===== src/rtl/multicycle_hazard_unit.sv =====
// rtl/multicycle_hazard_unit.sv - IF-stage hold logic driven by a per-register latency countdown scoreboard
module multicycle_hazard_unit #(
    parameter int NUM_REGS = 32,
    parameter int REG_BITS = 5,
    parameter int LAT_BITS = 3
) (
    input  logic                  clk,
    input  logic                  rst_n,
    input  logic [0:31]           instr_if,
    input  logic                  id_valid,
    input  logic                  flush_id,
    input  logic                  regWrite_id,
    input  logic [0:REG_BITS-1]   rd_id,
    input  logic [0:LAT_BITS-1]   lat_id,
    output logic                  stall,
    output logic                  stall_rs1,
    output logic                  stall_rs2,
    output logic                  busy
);

    // Fields of the instruction waiting in IF (opcode bit 0 is the MSB).
    logic [0:5]          opcode;
    logic [REG_BITS-1:0] rs1;
    logic [REG_BITS-1:0] rs2;
    logic                unused_instr;

    assign opcode       = instr_if[0:5];
    assign rs1          = REG_BITS'(instr_if[6:10]);
    assign rs2          = REG_BITS'(instr_if[11:15]);
    assign unused_instr = ^instr_if[16:31];

    // Source-use decode: which register fields the IF instruction really reads.
    logic jump_non_reg;
    logic r_type;
    logic is_store;
    logic rs1_used;
    logic rs2_used;

    always_comb begin
        jump_non_reg = (opcode[0:3] == 4'b0000) && opcode[4];
        r_type       = (opcode == 6'b000000);
        is_store     = (opcode[0:3] == 4'b1010) && (opcode[4:5] != 2'b10);
        // A read of r0 can never depend on a producer.
        rs1_used     = !jump_non_reg && (rs1 != '0);
        rs2_used     = (r_type || is_store) && (rs2 != '0);
    end

    // A real, unsquashed register-writing instruction is issuing from ID.
    logic                issue_id;
    logic [LAT_BITS-1:0] lat_v;
    logic [LAT_BITS-1:0] load_val;

    always_comb begin
        lat_v    = LAT_BITS'(lat_id);
        issue_id = id_valid && !flush_id && regWrite_id && (rd_id != '0);
        // Cycles still owed after this one; ALU results (latency 0) owe nothing.
        load_val = (lat_v == '0) ? '0 : (lat_v - LAT_BITS'(1));
    end

    // Scoreboard: cycles remaining until each register's pending result is usable.
    logic [LAT_BITS-1:0] cnt_q   [NUM_REGS];
    logic [LAT_BITS-1:0] cnt_d   [NUM_REGS];
    logic [LAT_BITS-1:0] cnt_dec [NUM_REGS];

    // Saturating decrement of every counter.
    always_comb begin
        for (int r = 0; r < NUM_REGS; r++) begin
            cnt_dec[r] = (cnt_q[r] != '0) ? (cnt_q[r] - LAT_BITS'(1)) : '0;
        end
    end

    // Next counter value: a new producer may only lengthen the wait, never shorten it.
    always_comb begin
        for (int r = 0; r < NUM_REGS; r++) begin
            cnt_d[r] = cnt_dec[r];
            if (issue_id && (rd_id == REG_BITS'(r)) && (load_val > cnt_dec[r])) begin
                cnt_d[r] = load_val;
            end
        end
        cnt_d[0] = '0;
    end

    // Counter state; reset clears every pending producer immediately.
    always_ff @(posedge clk or negedge rst_n) begin
        if (!rst_n) begin
            for (int r = 0; r < NUM_REGS; r++) begin
                cnt_q[r] <= '0;
            end
        end else begin
            for (int r = 0; r < NUM_REGS; r++) begin
                cnt_q[r] <= cnt_d[r];
            end
        end
    end

    // Hazard detection: the producer in ID now, or one already in the scoreboard.
    logic direct_rs1;
    logic direct_rs2;
    logic sb_rs1;
    logic sb_rs2;

    always_comb begin
        direct_rs1 = rs1_used && issue_id && (rd_id == rs1) && (lat_v != '0);
        direct_rs2 = rs2_used && issue_id && (rd_id == rs2) && (lat_v != '0);
        sb_rs1     = rs1_used && (cnt_q[rs1] != '0);
        sb_rs2     = rs2_used && (cnt_q[rs2] != '0);
        stall_rs1  = direct_rs1 || sb_rs1;
        stall_rs2  = direct_rs2 || sb_rs2;
        stall      = stall_rs1 || stall_rs2;
    end

    // Any producer still in flight.
    always_comb begin
        busy = 1'b0;
        for (int r = 0; r < NUM_REGS; r++) begin
            busy = busy || (cnt_q[r] != '0);
        end
    end

endmodule

===== config.mk =====
export PLATFORM = sky130hd
export DESIGN_NAME = multicycle_hazard_unit
export DESIGN_NICKNAME = d
export VERILOG_FILES = /design/src/rtl/multicycle_hazard_unit.sv
export SDC_FILE = /design/constraint.sdc
export NUM_CORES = 1
export LEC_CHECK = 0
export BUFFER_PORTS_ARGS = -buffer_cell sky130_fd_sc_hd__clkbuf_2
export CORE_MARGIN = 3
export CORE_UTILIZATION = 30
export DETAILED_ROUTE_END_ITERATION = 8
export HOLD_SLACK_MARGIN = 0.06
export PLACE_DENSITY_LB_ADDON = 0.05
export SLEW_MARGIN = 20
export SYNTH_ARGS = -nofsm -noshare
export SYNTH_HDL_FRONTEND = slang
export SYNTH_SLANG_ARGS = --single-unit

===== constraint.sdc =====
create_clock -name clk -period 2.2 [get_ports clk]
set_input_delay 0.44 -clock clk [delete_from_list [all_inputs] [get_ports clk]]
set_output_delay 0.44 -clock clk [all_outputs]
set_load 0.005 [all_outputs]

### Yosys cells after proc, flatten, opt, wreduce, memory -nomap -nowiden

Index checks and enable logic that the tools add are counted.

* muxes and demuxes: 69
* magnitude comparators: 33
* reductions and logical operators: 153
* add/subtract/negate cells: 32
* equality and inequality tests: 35
* bitwise operators: 2

Operators by type and width (number)
* $mux 3: 67
* $reduce_bool 3->1: 34
* $sub 3x1->3 const B: 32
* $gt 3x3->1: 31
* $eq 5x5->1 const B: 16
* $logic_and 1x1->1: 77
* $eq 5x4->1 const B: 8
* $logic_or 1x1->1: 34
* $bmux 3 s5: 2
* $eq 5x3->1 const B: 4
* $reduce_bool 5->1: 3
* $ge 6x6->1 const B: 2
* $not 5->6: 2
* $eq 5x2->1 const B: 2
* $eq 5x5->1: 2
* $logic_not 6->1: 1
* $eq 5x1->1 const B: 1
* $eq 4x4->1 const B: 1
* $logic_not 4->1: 1
* $logic_not 3->1: 1
* $logic_not 1->1: 2
* $ne 2x2->1 const B: 1

* bits in registers: 93
* output and inout port bits: 4
* logic and storage cells: 355
* bits of input ports: 45

### Depth between registers and ports, before layout

Gate-level depths: netlist of run 1.

* word-level depth: 31
* mapped depth: 11
* depth with buffers taken out: 11

### Worst setup path before layout of run 1

No wires, ideal clock.

* path kind: input-to-reg
* from: in lat_id[0] in the netlist's numbering
* to: reg cnt_q[33] in the netlist's numbering
* slack: -1219 ps
* setup time: 125 ps
* data required time: 2075 ps
* arrival time: 3294 ps
* cell stages on the path: 10
* path buffers: 1
* cell sequence: nor3b_1 > a21oi_1 > clkinv_1 > clkbuf_1 > ha_1 > nor2b_1 > o21a_1 > o21ai_0 > a311oi_1 > mux2_2

RTL lines
* start, declared: RTL line 14 `input logic [0:LAT_BITS-1] lat_id,`
* end signal, assigned by index: RTL line 91 `cnt_q[r] <= cnt_d[r];`
* end, declared: RTL line 61 `logic [LAT_BITS-1:0] cnt_q [NUM_REGS];`

### Worst setup path after layout of run 1

* from: reg cnt_q[37] in the netlist's numbering
* to: out stall

* word-level cells in the longest chain between the ends: 7
* elaborated cells between the ends (all ways): 13
* classes of those cells: mux (6); reduce/logical (7)

Ends and longest elaborated chain
* $bmux 3 s5, on equally long branches: RTL line 105, 106
* $mux 3, on equally long branches (2 in a row): RTL line 105, 106
* $reduce_bool 3->1, on equally long branches: RTL line 105, 106
* $logic_and 1x1->1, on equally long branches: RTL line 105, 106
* $logic_or 1x1->1, on equally long branches: RTL line 107, 108
* $logic_or 1x1->1 *: RTL line 109 `stall = stall_rs1 || stall_rs2;`
* end, declared: RTL line 15 `output logic stall,`

Mark *: on every way between the ends. The rest lies on a longest branch, timed or not. The select of a mux whose other input is x is not followed.

==> results.md, run 1 <==
- Tcrit/Tclk final: 136%
- Layout area overhead: 62.4%
- Worst-Margin Slew: 673 ps
- Worst-skew pair later-pin latency: 350 ps
- Syn Nets: 1,118
- Min cycle time layout: 3000 ps
- CORE AREA: 27,100 µm²
- Gpl congestion: between 0.8 and 0.9
- Via count: 7,836
- WL per Instance: 17.8 µm
- Pre-CTS setup slack: -525 ps
- CTS root buf: clkbuf_16
- Max Cap Viol: 0
- Router iterations before antenna repair: 4
- Sw frac: 36.0%
- # clock sinks: 93
- Pleak: 6.27 nW
- Largest registers: cnt_q x93
- Cell taking the most area after synthesis: dfrtp_1
- Crit Path Class: register to output port
- Critical path fanouts, max: 3
- CP Capture Type: output port
- Failing checks: negative setup slack
- H-tree lvl count: 3
- Startpoint types: register
- Synth Register Bits: 93
- Sw power: 0.00236 W
- Required time of the critical path: 1760 ps
- Layout cell share with drive strength beyond 1: 53.1%
- Setup TNS: -4030 ps
- Post-DRT Antenna Nets: 0
- Bufs on Longest Clock Path: 2
- WL final: 29.0 mm
- Mapped Cells: ~900
- Yosys warnings: 0
- Sequential share of power: 29.4%
- Mapped Area: between 8000 and 9000 µm²
- Register with the most flip-flops: cnt_q
- Die H: about 170 µm
- Cell area power density: 485 nW/µm²
- HP Class: input port to asynchronous set/reset pin
- Yosys cell types: 54
- Global-route wire length before repair: roughly 44 mm
- Commonest non-fill, non-tap cell in the layout: buf_4
- Max reg flops: 93
- Final hold vios: 0
- GRT Total Usage: 18.8%
- Seq/Total Area, Yosys: 28.0%
- Largest net degree at the start of global routing: 94
- Final slew viol count: 0
- Synth Flop Type: dfrtp_1
- Clock power share: a little under a quarter
- Nets: 1,450
- Comb pwr share: 46.9%
- EDFF count, synth: 0
- Die width: approximately 170 µm
- Maximum vdd drop: about 0.26 mV
- Initial Utilization: 30.7%
- Worst clock skew: 5.85 ps
- Initial DRC Count: 260
- Antenna violations before repair: 0
- Int Pwr: 0.00419 W
- Syn Area/Cell: 9.06 µm²
- DIE AREA: approximately 30,000 µm²
- CTS buffer count: 9
- CTS tree: done
- Reg clk slew, reported paths: 70 ps
- Row cnt: 60
- DRC Markers: 0
- RSZ-0062 raised after global routing: yes
- Pwr Total: 0.00654 W
- Largest cells by area after synthesis: dfrtp_1, ha_1, mux2_2
- Post-DP HPWL: 21.0 mm
- Antenna diodes: 0
- Worst Slack Setup Final: -798 ps
- Port Buffers: 32
- Async set-reset flop share out of synthesis: 100%
- Total gr overflow: 0
- Reg area: 2330 µm²
- Achievable Freq: 334 MHz
- Crit path DAT: 2560 ps
- Commonest non-fill, non-tap cells in the layout: buf_4, dfrtp_1, ha_1
- Post-synth top area share: 28.0%
- Slew Limit Headroom: a little over half
- Number of fill cells: about 2,600
- Number of global-route vias before repair: 7,870
- Status: finished with violations
- Footprint of the multi-input gates: 7130 µm²
- Vias/cell: 4.82
- Final setup fails: 26
- Ports: 49
-- synth_stat cells, drive strengths merged (3+ instances only) --
library cell  number
nor2              82
nand4              7
and2              31
a21oi             52
mux4               6
clkbuf            14
mux2              39
a31oi             23
buf                9
a221oi             3
o21a              31
nor2b             30
nand2             32
mux2i             16
a311oi            15
nand3              3
nor3               8
dfrtp             93
nand2b             6
o41ai              4
ha               155
or3                7
inv              103
xor2               4
o211ai            17
a2111oi            4
a211oi             7
o21ai             38
nor4b              4
or2               20
o31ai              3
nor4              23
xnor2              6
-- path summary, 6_finish.rpt --
check,from,end,slack [ps],cells past startpoint
setup / recovery,cnt_q[37]$_DFF_PN0_,stall,-800,7
hold / removal,rst_n,cnt_q[86]$_DFF_PN0_,130,2
setup reg to reg,cnt_q[34]$_DFF_PN0_,cnt_q[33]$_DFF_PN0_,-170,12
hold reg to reg,cnt_q[75]$_DFF_PN0_,cnt_q[75]$_DFF_PN0_,620,3
max in group asynchronous,rst_n,cnt_q[63]$_DFF_PN0_,1610,2
min in group clk,cnt_q[75]$_DFF_PN0_,cnt_q[75]$_DFF_PN0_,620,3
-- worst max-delay path, stage by stage (launching register included) --
cell and delay [ps]:
dfrtp_1 390, or3_4 390, mux4_2 520, o32a_1 180
a211o_1 260, o211a_1 140, o21bai_4 180, clkbuf_2 140
-- kinds of logic after synthesis --
| family | after synthesis | share of synthesized area [%] |
|---|---|---|
| fa+ha+maj | 155 | 23.3 |
| simple gates | 262 | 16.5 |
| flops | 93 | 28.0 |
| buf+inv | 127 | 5.84 |
| xor+xnor | 10 | 1.05 |
| mux | 61 | 8.83 |
| compound gates | 210 | 16.5 |
-- repair_timing --
item,4_1_cts,5_1_grt
pin swaps,46,105
gates cloned,2,0
gates resized for setup,154,277
hold endpoints to repair,0,0
buffers inserted,25,44
hold buffers,0,0
setup endpoints to repair,53,88
-- final cells by class --
| type | instances | share of cell area (%) |
|---|---|---|
| timing repair buffer | 344 | 21.3 |
| multi-input combinational | 698 | 52.8 |
| inverter | 104 | 3.21 |
| sequential | 93 | 17.3 |
| tap | 372 | 3.45 |
| clock buffer | 9 | 1.67 |
| clock inverter | 7 | 0.371 |
-- per-layer routing --
| metal | vias up | track usage [%] | share of wire (%) |
|---|---|---|---|
| met5 | - | 0 | 0 |
| met4 | 0 | 4.16 | 0.93 |
| met3 | 14 | 1.83 | 3.0 |
| met2 | 74 | 31.2 | 48 |
| met1 | 3808 | 26.7 | 48 |
| li1 | 3940 | - | - |
-- metrics by stage --
stage	utilization (%)	instances	hold slack, ps	area [µm²]
2_1_floorplan	-	918	144	8420
3_3_place_gp	40.3	1552	558	10900
3_5_place_dp	40.3	1552	561	10900
4_1_cts	44.5	1594	164	12100
5_1_grt	49.8	1627	171	13500
6_report	49.8	1627	133	13500
-- power by group through the flow --
stage / Clock (W) / Combinational (W) / Sequential [W]
floorplan: 0 / 0.00108 / 0.00193
global placement: 0 / 0.00218 / 0.00194
detailed placement: 0 / 0.00219 / 0.00194
CTS: 0.00162 / 0.00257 / 0.00191
global route: 0.00168 / 0.00336 / 0.00194
finish: 0.00155 / 0.00307 / 0.00192
Note: power is estimated with default switching activity, not from simulation.
==> run 2, diff against run 1 <==
--- a/config.mk
+++ b/config.mk
@@ -5,13 +5,13 @@
 export SDC_FILE = /design/constraint.sdc
 export NUM_CORES = 1
 export LEC_CHECK = 0
+export ABC_AREA = 1
 export BUFFER_PORTS_ARGS = -buffer_cell sky130_fd_sc_hd__clkbuf_2
 export CORE_MARGIN = 3
 export CORE_UTILIZATION = 30
 export DETAILED_ROUTE_END_ITERATION = 8
 export HOLD_SLACK_MARGIN = 0.06
 export PLACE_DENSITY_LB_ADDON = 0.05
-export SLEW_MARGIN = 20
 export SYNTH_ARGS = -nofsm -noshare
 export SYNTH_HDL_FRONTEND = slang
 export SYNTH_SLANG_ARGS = --single-unit
==> results.md, run 2 <==
- Status: finished with violations
- Failing checks: negative setup slack
- Vias/cell: just under 5
- Yosys warnings: 0
- Cell taking the most area after synthesis: dfrtp_1
- Ordered list of cells on the worst path: nor2_2, ha_2, nand4_1, nor4_2, buf_4, nand2_2, clkbuf_2
- Commonest non-fill, non-tap cell in the layout: nand2_1
- DRC Markers: 0
- Final setup fails: 4
- Yosys cell types: 38
- Largest cells by area after synthesis: dfrtp_1, ha_1, nand2_1
- Critical path fanouts, max: 3
- Number of fill cells: about 3,000
- Worst Slack Setup Final: -169 ps
- Total gr overflow: 0
- Bufs on Longest Clock Path: 2
- Maximum vdd drop: between 0.3 and 0.4 mV
- Worst-Margin Slew: between 500 and 600 ps
- Gpl congestion: 0.900
- Syn Area/Cell: between 7 and 8 µm²
- RR Startpoint: cnt_q[82]$_DFF_PN0_
- Port Buffers: 32
- HP Class: input port to asynchronous set/reset pin
- Max reg flops: slightly above 90
- CTS root buf: clkbuf_16
- Initial DRC Count: ~520
- Slowest CP cell: dfrtp_1
- Crit path launch: cnt_q[82]$_DFF_PN0_
- Initial Utilization: 31.0%
- Synth cell count leaders: nand2_1, inv_1, ha_1
- Mapped Cells: around 1,200
- CP top delay family: simple AND/OR/NAND/NOR gates
- Syn Nets: 1,411
- Required time of the critical path: 1760 ps
- Die H: between 150 and 200 µm
- Final hold vios: 0
- Reg area: approximately 2300 µm²
- Tcrit/Tclk final: 108%
- Post-DRT Antenna Nets: 0
- Pleak: 5.71 nW
- CTS tree: done
- Router iterations before antenna repair: 5
- CORE AREA: 28,300 µm²
- Min cycle time layout: 2370 ps
- H-tree lvl count: 3
- EDFF count, synth: 0
- Crit path DAT: between 1500 and 2000 ps
- Final slew viol count: 0
- Slew Limit Headroom: 64.9%
- Seq/Total Area, Yosys: 26.5%
- Cell area power density: 519 nW/µm²
- Fin cells: 1,756
- Largest net degree at the start of global routing: 45
- WL final: between 30 and 40 mm
- Setup TNS: -477 ps
- Synth Flop Type: dfrtp_1
- CTS buffer count: 9
- Placed Instances: 1,723
- Antenna violations before repair: 0
- Worst clock skew: 8.15 ps
- Ports: 49
- DIE AREA: 31,300 µm²
- Via count: around 8,400
- Antenna diodes: 0
- Count leader, synth: nand2_1
- Post-synth top area share: a little over a quarter
- Register with the most flip-flops: cnt_q
- Die width: around 180 µm
- Post-DP HPWL: 23.9 mm
- Worst-skew pair later-pin latency: 360 ps
- GRT Total Usage: 19.8%
- Max Cap Viol: 0
- WL per Instance: 17.5 µm
- RSZ-0062 raised after global routing: yes
- Reg clk slew, reported paths: 70 ps
- Pwr Total: 0.00592 W
- Synth Register Bits: 93
- Achievable Freq: 422 MHz
- Number of global-route vias before repair: a little over 8,000
- Async set-reset flop share out of synthesis: 100%
- Largest registers: cnt_q x93
- # clock sinks: between 90 and 100
- Mapped Area: 8770 µm²
- WP buf/inv: 2
- Layout cell share with drive strength beyond 1: 23.7%
- Nets: 1,574
- Row cnt: slightly above 60
- Crit Path Class: register to output port
- Commonest non-fill, non-tap cells in the layout: nand2_1, inv_1, ha_1
- CP Capture Type: output port
- Global-route wire length before repair: about 47 mm
- Startpoint types: register
- Footprint of the multi-input gates: around 6200 µm²
- Max stage delay on crit path: 380 ps
- Layout area overhead: 30.0%
==> run 2: cell count changes after synthesis, moves of 15 or more <==
cell,before,now
nor2b_1,30,0
mux2_2,38,0
nand3b_1,0,15
nand3_1,3,66
o21a_1,31,15
nand2_1,32,256
o21ai_0,38,115
a31oi_1,23,5
and2_1,30,0
nor2_1,82,139
or2_2,19,2
inv_1,103,169
mux2i_1,16,0
nor4_1,23,4
==> run 2: final cells by class <==
| class | instances | share of cell area [%] |
|---|---|---|
| well taps | 378 | 4.15 |
| inverters | 170 | 5.70 |
| flip-flops and latches | 93 | 20.5 |
| repair buffers | 180 | 13.1 |
| clock inverters | 1 | 0.263 |
| clock buffers | 14 | 2.32 |
| multi-input cells | 920 | 54.0 |
==> run 2: where the power goes <==
part / leakage, nW / total (W) / switching (W) / internal, W
sequential: 1.29 / 0.00194 / 0.000115 / 0.00182
clock: 0.143 / 0.00165 / 0.000713 / 0.000941
combinational: 4.28 / 0.00233 / 0.00134 / 0.000987
total: 5.71 / 0.00592 / 0.00217 / 0.00375
==> run 2: what timing repair did <==
action	in CTS	in global routing
endpoints found under the setup margin	4	48
hold buffers	1	0
pin swaps	18	32
gates resized for setup	52	95
setup buffers	7	10
hold endpoints to repair	9	0
==> run 2: cell families after synthesis <==
| logic type | Yosys count | synth area share (%) |
|---|---|---|
| buf+inv | 198 | 8.90 |
| flops | 93 | 26.5 |
| simple gates | 527 | 25.9 |
| compound gates | 232 | 16.0 |
| xor+xnor | 6 | 0.599 |
| fa+ha+maj | 155 | 22.1 |
==> run 2: layer usage <==
metal | track usage (%) | up-vias | share of wire [%]
met3 | 2.51 | 37 | 3.1
met2 | 32.5 | 133 | 46
met1 | 27.1 | 3924 | 49
met5 | 0 | - | 0
li1 | - | 4338 | -
met4 | 5.96 | 0 | 2.5
==> run 2: final timing paths <==
path,endpoint,slack (ps),depth (start not counted)
max in group asynchronous,cnt_q[8]$_DFF_PN0_,1170,3
max reg2reg,cnt_q[83]$_DFF_PN0_,140,10
min reg2reg,cnt_q[0]$_DFF_PN0_,580,3
max,busy,-170,7
min in group clk,cnt_q[0]$_DFF_PN0_,580,3
min,cnt_q[38]$_DFF_PN0_,470,2
==> run 2: per-stage QoR <==
| stage | util (%) | hold WS (ps) | worst slack, ps | area, µm² |
|---|---|---|---|---|
| global placement | 36.9 | 311 | -302 | 10500 |
| CTS | 38.7 | 460 | -205 | 11000 |
| floorplan | - | 144 | -142 | 8850 |
| finish | 40.3 | 468 | -169 | 11400 |
| detailed placement | 36.9 | 308 | -329 | 10500 |
| global route | 40.3 | 494 | -282 | 11400 |
